### config.mk
export PLATFORM = sky130hd
export DESIGN_NAME = seven_seg_scan_driver
export DESIGN_NICKNAME = d
export VERILOG_FILES = /design/src/rtl/seven_seg_scan_driver.sv
export SDC_FILE = /design/constraint.sdc
export NUM_CORES = 1
export LEC_CHECK = 0
export BUFFER_PORTS_ARGS = -buffer_cell sky130_fd_sc_hd__buf_2
export CORE_MARGIN = 1
export CORE_UTILIZATION = 50
export CTS_CLUSTER_DIAMETER = 100
export CTS_CLUSTER_SIZE = 12
export DETAILED_ROUTE_END_ITERATION = 10
export PLACE_DENSITY_LB_ADDON = 0.2
export SLEW_MARGIN = 20
export SYNTH_ARGS = -nofsm -noshare
export SYNTH_HDL_FRONTEND = slang
export SYNTH_SLANG_ARGS = --single-unit
export TNS_END_PERCENT = 100
### constraint.sdc
create_clock -name clk -period 2.5 [get_ports clk]
set_input_delay 0.5 -clock clk [delete_from_list [all_inputs] [get_ports clk]]
set_output_delay 0.5 -clock clk [all_outputs]
set_load 0.005 [all_outputs]
### src/rtl/seven_seg_scan_driver.sv
// seven_seg_scan_driver: time-multiplexed, double-buffered hex driver for a common-anode 7-seg display
//   Ports: clk, rst_n (async active-low), value[4*NUM_DIGITS] (nibble i -> digit i),
//          digit_en[NUM_DIGITS] (1 = lit), load (capture strobe),
//          anode[NUM_DIGITS] (one-hot active-low, registered), segs[7] ({G..A} active-low, registered),
//          frame_done (pulse on the last cycle of the last digit's slot).
//   Optional feature macro: LEADING_ZERO_BLANK_EN (suppress leading zero digits, digit 0 always shown).
module seven_seg_scan_driver #(
    parameter int NUM_DIGITS  = 4,
    parameter int REFRESH_DIV = 50000,
    parameter int GUARD_CYC   = 16
) (
    input  logic                    clk,
    input  logic                    rst_n,
    input  logic [4*NUM_DIGITS-1:0] value,
    input  logic [NUM_DIGITS-1:0]   digit_en,
    input  logic                    load,
    output logic [NUM_DIGITS-1:0]   anode,
    output logic [6:0]              segs,
    output logic                    frame_done
);
    localparam int DW = $clog2(REFRESH_DIV);
    localparam int IW = $clog2(NUM_DIGITS);
    localparam logic [DW-1:0] DIV_LAST = DW'(REFRESH_DIV - 1);
    localparam logic [DW-1:0] DIV_PRE  = DW'(REFRESH_DIV - 2);
    localparam logic [DW-1:0] GUARD    = DW'(GUARD_CYC);
    localparam logic [IW-1:0] IDX_LAST = IW'(NUM_DIGITS - 1);
    localparam logic [6:0] HEX [16] = '{7'h40, 7'h79, 7'h24, 7'h30, 7'h19, 7'h12, 7'h02, 7'h78,
                                        7'h00, 7'h10, 7'h08, 7'h03, 7'h46, 7'h21, 7'h06, 7'h0E};
    logic [DW-1:0]           div;
    logic [IW-1:0]           idx;
    logic [4*NUM_DIGITS-1:0] stage_val, shadow_val, nxt_val;
    logic [NUM_DIGITS-1:0]   stage_en, shadow_en, nxt_en, nxt_vis;
    logic                    pending, last_div, boundary, blank;
    logic [3:0]              nib;
    assign last_div = div == DIV_LAST;
    assign boundary = last_div && idx == IDX_LAST;
    // A load coinciding with the frame boundary bypasses staging straight into the shadow.
    assign nxt_val  = load ? value : stage_val;
    assign nxt_en   = load ? digit_en : stage_en;
    assign nib      = shadow_val[{idx, 2'b00} +: 4];
    assign blank    = div < GUARD || !shadow_en[idx];
`ifdef LEADING_ZERO_BLANK_EN
    logic lead;
    // Walk from the top digit down; a zero stays suppressed while everything above is zero or blanked.
    always_comb begin
        nxt_vis = nxt_en;
        lead    = 1'b1;
        for (int i = NUM_DIGITS - 1; i >= 1; i--) begin
            if (lead && nxt_val[4*i +: 4] == 4'h0) nxt_vis[i] = 1'b0;
            lead = lead && (nxt_val[4*i +: 4] == 4'h0 || !nxt_en[i]);
        end
    end
`else
    assign nxt_vis = nxt_en;
`endif
    always_ff @(posedge clk or negedge rst_n) begin
        if (!rst_n) begin
            div        <= '0;
            idx        <= '0;
            anode      <= '1;
            segs       <= 7'h7F;
            frame_done <= 1'b0;
            stage_val  <= '0;
            stage_en   <= '0;
            shadow_val <= '0;
            shadow_en  <= '0;
            pending    <= 1'b0;
        end else begin
            div        <= last_div ? '0 : div + 1'b1;
            if (last_div) idx <= idx == IDX_LAST ? '0 : idx + 1'b1;
            anode      <= div < GUARD ? '1 : ~(NUM_DIGITS'(1) << idx);
            segs       <= blank ? 7'h7F : HEX[nib];
            // Registered one cycle early so the pulse lines up with the boundary cycle itself.
            frame_done <= div == DIV_PRE && idx == IDX_LAST;
            if (load) begin
                stage_val <= value;
                stage_en  <= digit_en;
            end
            if (boundary && (load || pending)) begin
                shadow_val <= nxt_val;
                shadow_en  <= nxt_vis;
            end
            pending    <= boundary ? 1'b0 : (pending | load);
        end
    end
endmodule

* Yosys cells after proc, flatten, opt, wreduce, memory -nomap -nowiden
Memory sizes are Yosys's and may differ from the RTL's.
Cells that the tools add are included.
** Operators by class
- Shift operators :: 2
- $lt $le $gt $ge :: 3
- Add/sub/neg operators :: 2
- Equality and inequality tests :: 3
- Multiplexer cells :: 11
- Bitwise logic cells :: 3
- Reduce and logical (&&, ||, !) cells :: 6
** Operators with widths (count)
- $eq A16 B16 Y1 const B :: 2
- $mux W16 :: 2
- $mux W7 :: 3
- $add A16 B1 Y16 const B :: 1
- $lt A16 B5 Y1 const B :: 1
- $shiftx A16 B5 Y4 :: 1
- $mux W4 :: 2
- $ge A5 B5 Y1 const B :: 1
- $not A4 Y5 :: 1
- $not A4 Y4 :: 1
- $shl A1 B2 Y4 const A :: 1
- $logic_and A1 B1 Y1 :: 3
- $lt A2 B3 Y1 const B :: 1
- $add A2 B1 Y2 const B :: 1
- $bmux W1 S2 :: 1
- $eq A2 B2 Y1 const B :: 1
- $logic_or A1 B1 Y1 :: 2
- $mux W1 :: 2
- $mux W2 :: 1
- $logic_not A1 Y1 :: 1
- $or A1 B1 Y1 :: 1
** Storage, ports and cells
- Input bits :: 23
- ROM bits :: 112
- Word-level logic and storage cells :: 41
- Memories kept :: 1
- Output and inout port bits :: 12
- Flip-flop bits (word level) :: 71
** Memory list
- (name not given) :: words 16, bits a word 7, rd ports 1, clocked after Yosys merged registers in 0, wr ports 0, RTL line 72 : segs <= blank ? 7'h7F : HEX[nib];

* Longest topological paths before layout
- Word-level depth :: 6
- Depth in mapped cells :: 7
- Gate-level depth less buffers :: 6

* Least setup slack after synthesis
OpenSTA, ideal clock, no wires.
- Path type :: register -> register
- From :: register idx[0]
- To :: register segs[3]
- Setup time :: 0.092 ns
- Required time :: 2.408 ns
- Slack :: 0.632 ns
- Buffers on the path :: 1
- Period minus slack after synthesis :: 1.868 ns
- Arrival :: 1.776 ns
- Stages on the path, launching flop included :: 7
- Cells stage by stage :: dfrtp_1 buf_6 mux4_2 ha_1 or2_2 a21oi_1 o21ai_0
** Between the ends
- Word-level cells in the longest chain between the ends :: 6
- Elaborated cells between the ends (all ways) :: 10
- Classes of those cells :: shift (1); mux (5); bitwise (1); reduce/logical (2); memory (1)
** RTL lines
- start, declared :: RTL line 30 : logic [IW-1:0] idx;
- start signal, assigned :: RTL line 70 : if (last_div) idx <= idx == IDX_LAST ? '0 : idx + 1'b1;
- $shiftx A16 B5 Y4 :: RTL line 40 : assign nib = shadow_val[{idx, 2'b00} +: 4];
- $not A4 Y5 (implied by the code) :: RTL line 72
- $mem_v2 Z16 W7
- $mux W7 (implied by the code) (2 in series) :: RTL line 72
- $mux W7 (*) :: RTL line 72
- end signal, assigned :: RTL line 72
- end, declared :: RTL line 18 : output logic [6:0] segs,
Mark *: on every way between the ends. The rest lies on a longest branch, timed or not. The select of a mux whose other input is x is not followed.
A chain may end at the register's enable or synchronous reset.

* Worst setup path after layout
- From :: register div[10]
- To :: register shadow_val[8]
** Between the ends
- Word-level cells in the longest chain between the ends :: 3
** RTL lines
- start, declared :: RTL line 29 : logic [DW-1:0] div;
- start signal, assigned :: RTL line 69 : div <= last_div ? '0 : div + 1'b1;
- $eq A16 B16 Y1 :: RTL line 35 : assign last_div = div == DIV_LAST;
- $logic_and A1 B1 Y1 :: RTL line 36 : assign boundary = last_div && idx == IDX_LAST;
- $logic_and A1 B1 Y1 :: RTL line 79 : if (boundary && (load || pending)) begin
- end signal, assigned :: RTL line 80 : shadow_val <= nxt_val;
- end, declared :: RTL line 31 : logic [4*NUM_DIGITS-1:0] stage_val, shadow_val, nxt_val;
No other way between the ends.

==> results_dict.tcl <==
set metrics [dict create \
    outcome "finished clean" \
    crit_type "register to register" \
    seq_area_frac_synth_pct 54.0 \
    cts_resized 0 \
    num_vias 1916 \
    cts_buffers 9 \
    area_growth_pct 13.1 \
    critPathCaptureType "register" \
    grt_pass1_wl_microns 9200 \
    grt_max_degree 51 \
    clock_latency_ns 0.34 \
    drtIter0Drc 135 \
    track_usage_pct 17.0 \
    ios 35 \
    startpoint "div[10]" \
    drive_gt1_share_pct 39.9 \
    die_y_microns 83.4 \
    power.density_nw_per_um2 601 \
    finalCriticalPeriod_ns 2.01 \
    ys_seq_elements 71 \
    finalClockSkew_ns 0.00943 \
    design.core.area_sq_um 6390 \
    cts.sink_count 71 \
    max_freq_ghz 0.497 \
    cts_hold_buf 0 \
    cp-start-kind "register" \
    period_share_pct 80.5 \
    clockBufferDepth 2 \
    design_area_sq_um 3750 \
    port-buffer-count 34 \
    synth.distinct_cells 37 \
    ys_warn_count 0 \
    slew_headroom_pct 67.3 \
    maxCapViolCount 0 \
    synthCells 246 \
    dp_hpwl_microns 3690 \
    mostFrequentLayoutCells "dfrtp_1, buf_2, mux2_2" \
    initial_utilization_pct 51.9 \
    nNetsFinal 317 \
    crit_fanout 20 \
    die_w_microns 83.4 \
    total_leakage_power_uw 0.00175 \
    setup_viol 0 \
    slew_violations 0 \
    grt_pass1_vias 1895 \
    cts_root_buffer "clkbuf_8" \
    ir_drop_v 0.000378 \
    gp_congestion 0.834 \
    place_area_sq_um 3530 \
    worstPathRequired_ns 2.72 \
    placement_rows 29 \
    syn_area_sq_um 3320 \
    wl_microns 5310 \
    ant_nets 0 \
    dieArea_sq_um 6960 \
    finalHoldViolCount 0 \
    clkSlewWorstSetupHoldPaths_ns 0.07 \
    hold_path_class "input pin to asynchronous set/reset pin" \
    rsz0062_at_grt "false" \
    antenna_cells 0 \
    cts_tree "done" \
    syn-num-nets 281 \
    worstMarginPinSlew_ns 0.490 \
    vias_per_cell 5.28 \
    setup_tns_ns 0 \
    firstDrtPassIters 4 \
    wl_per_cell_microns 14.6 \
    avgSynthCellArea_sq_um 13.5 \
    reg2reg_from "div[10]" \
    final_common_cell "dfrtp_1" \
    cp.arrival_ns 2.23 \
    cts.htree.levels 3 \
    drc_errors 0 \
    postCtsSetupBuffers 0 \
    grt.overflow.total 0 \
    grt_antenna_before_repair 0 \
]
==> flip-flops by register name, indices dropped and copies added (netlist names) <==
signal and flops:
stage_en 4, frame_done 1, idx 2, anode 4, shadow_val 16, stage_val 16, div 16, shadow_en 4
pending 1, segs 7
==> cells in the mapped netlist, drive strengths merged <==
cell | n | area share, %
o21ai | 6 | 0.91
nand4 | 5 | 0.94
o31ai | 2 | 0.45
and2 | 2 | 0.38
a21o | 1 | 0.23
nor2 | 13 | 1.5
or4 | 1 | 0.23
o21a | 1 | 0.23
clkbuf | 4 | 0.45
o221ai | 1 | 0.26
inv | 5 | 0.57
mux2 | 41 | 16
nand3 | 12 | 2.2
nand2 | 14 | 1.6
a21oi | 5 | 0.75
xor2 | 10 | 2.6
nor3 | 3 | 0.45
or2 | 2 | 0.38
ha | 12 | 4.5
nor4 | 1 | 0.38
nand3b | 1 | 0.23
o211ai | 3 | 0.68
nor3b | 2 | 0.45
mux4 | 6 | 4.1
xnor2 | 5 | 1.3
or3 | 1 | 0.19
and4 | 4 | 1.1
buf | 8 | 2.0
dfstp | 11 | 8.7
and3 | 3 | 0.57
nand2b | 1 | 0.19
dfrtp | 60 | 45
==> per-layer routing <==
metal	share of wire (%)	up-vias	track usage (%)
li1	-	941	-
met1	52	921	24.6
met2	42	40	24.1
met3	3.5	14	3.68
met4	2.5	0	9.09
met5	0	-	0
==> worst max-delay path, stage by stage, from the launching register on <==
cell,delay (ns)
dfrtp_1,0.41
nor4_2,0.31
and4_1,0.38
nand3_4,0.38
mux2_4,0.42
==> where the power goes <==
part	switching, uW	total (uW)	internal [uW]
combinational	50.3	97.0	46.7
sequential	7.46	1190	1180
clock	403	967	565
total	460	2250	1790
==> final timing paths <==
kind	cells after the start	end	slack (ns)
setup / recovery	4	shadow_val[8]	0.49
hold / removal	1	frame_done	0.13
setup reg to reg	4	shadow_val[8]	0.49
hold reg to reg	1	stage_val[5]	0.50
max in group asynchronous	2	segs[0]	1.73
min in group clk	2	stage_en[3]	0.41
==> layout make-up <==
type / instances / area, sq um
clock buffers: 13 / 179
clock inverters: 2 / 37.5
fillers: 536 / 2640
inverters: 5 / 18.8
multi-input cells: 158 / 1420
flip-flops and latches: 71 / 1790
well taps: 77 / 96.3
repair buffers: 37 / 205
==> logic make-up (layout without fill, tap and decap cells) <==
group           Yosys count  count (layout)  share of synthesized area, %
compound gates           19              19                          3.51
xor+xnor                 15              15                          3.96
simple gates             65              65                          10.7
fa+ha+maj                12              12                          4.53
flops                    71              71                          54.0
mux                      47              47                          20.3
buf+inv                  17              57                          3.06
==> metrics by stage <==
stage	worst slack, ns	instances	hold slack [ns]	utilization, %	total power, uW
floorplan	0.632	246	0.204	-	1250
global placement	0.523	348	0.482	55.3	1310
detailed placement	0.478	348	0.487	55.3	1310
CTS	0.476	363	0.132	58.7	2290
global route	0.339	363	0.155	58.7	2350
finish	0.487	363	0.125	58.7	2250
Power figures use the tool's default switching activity.
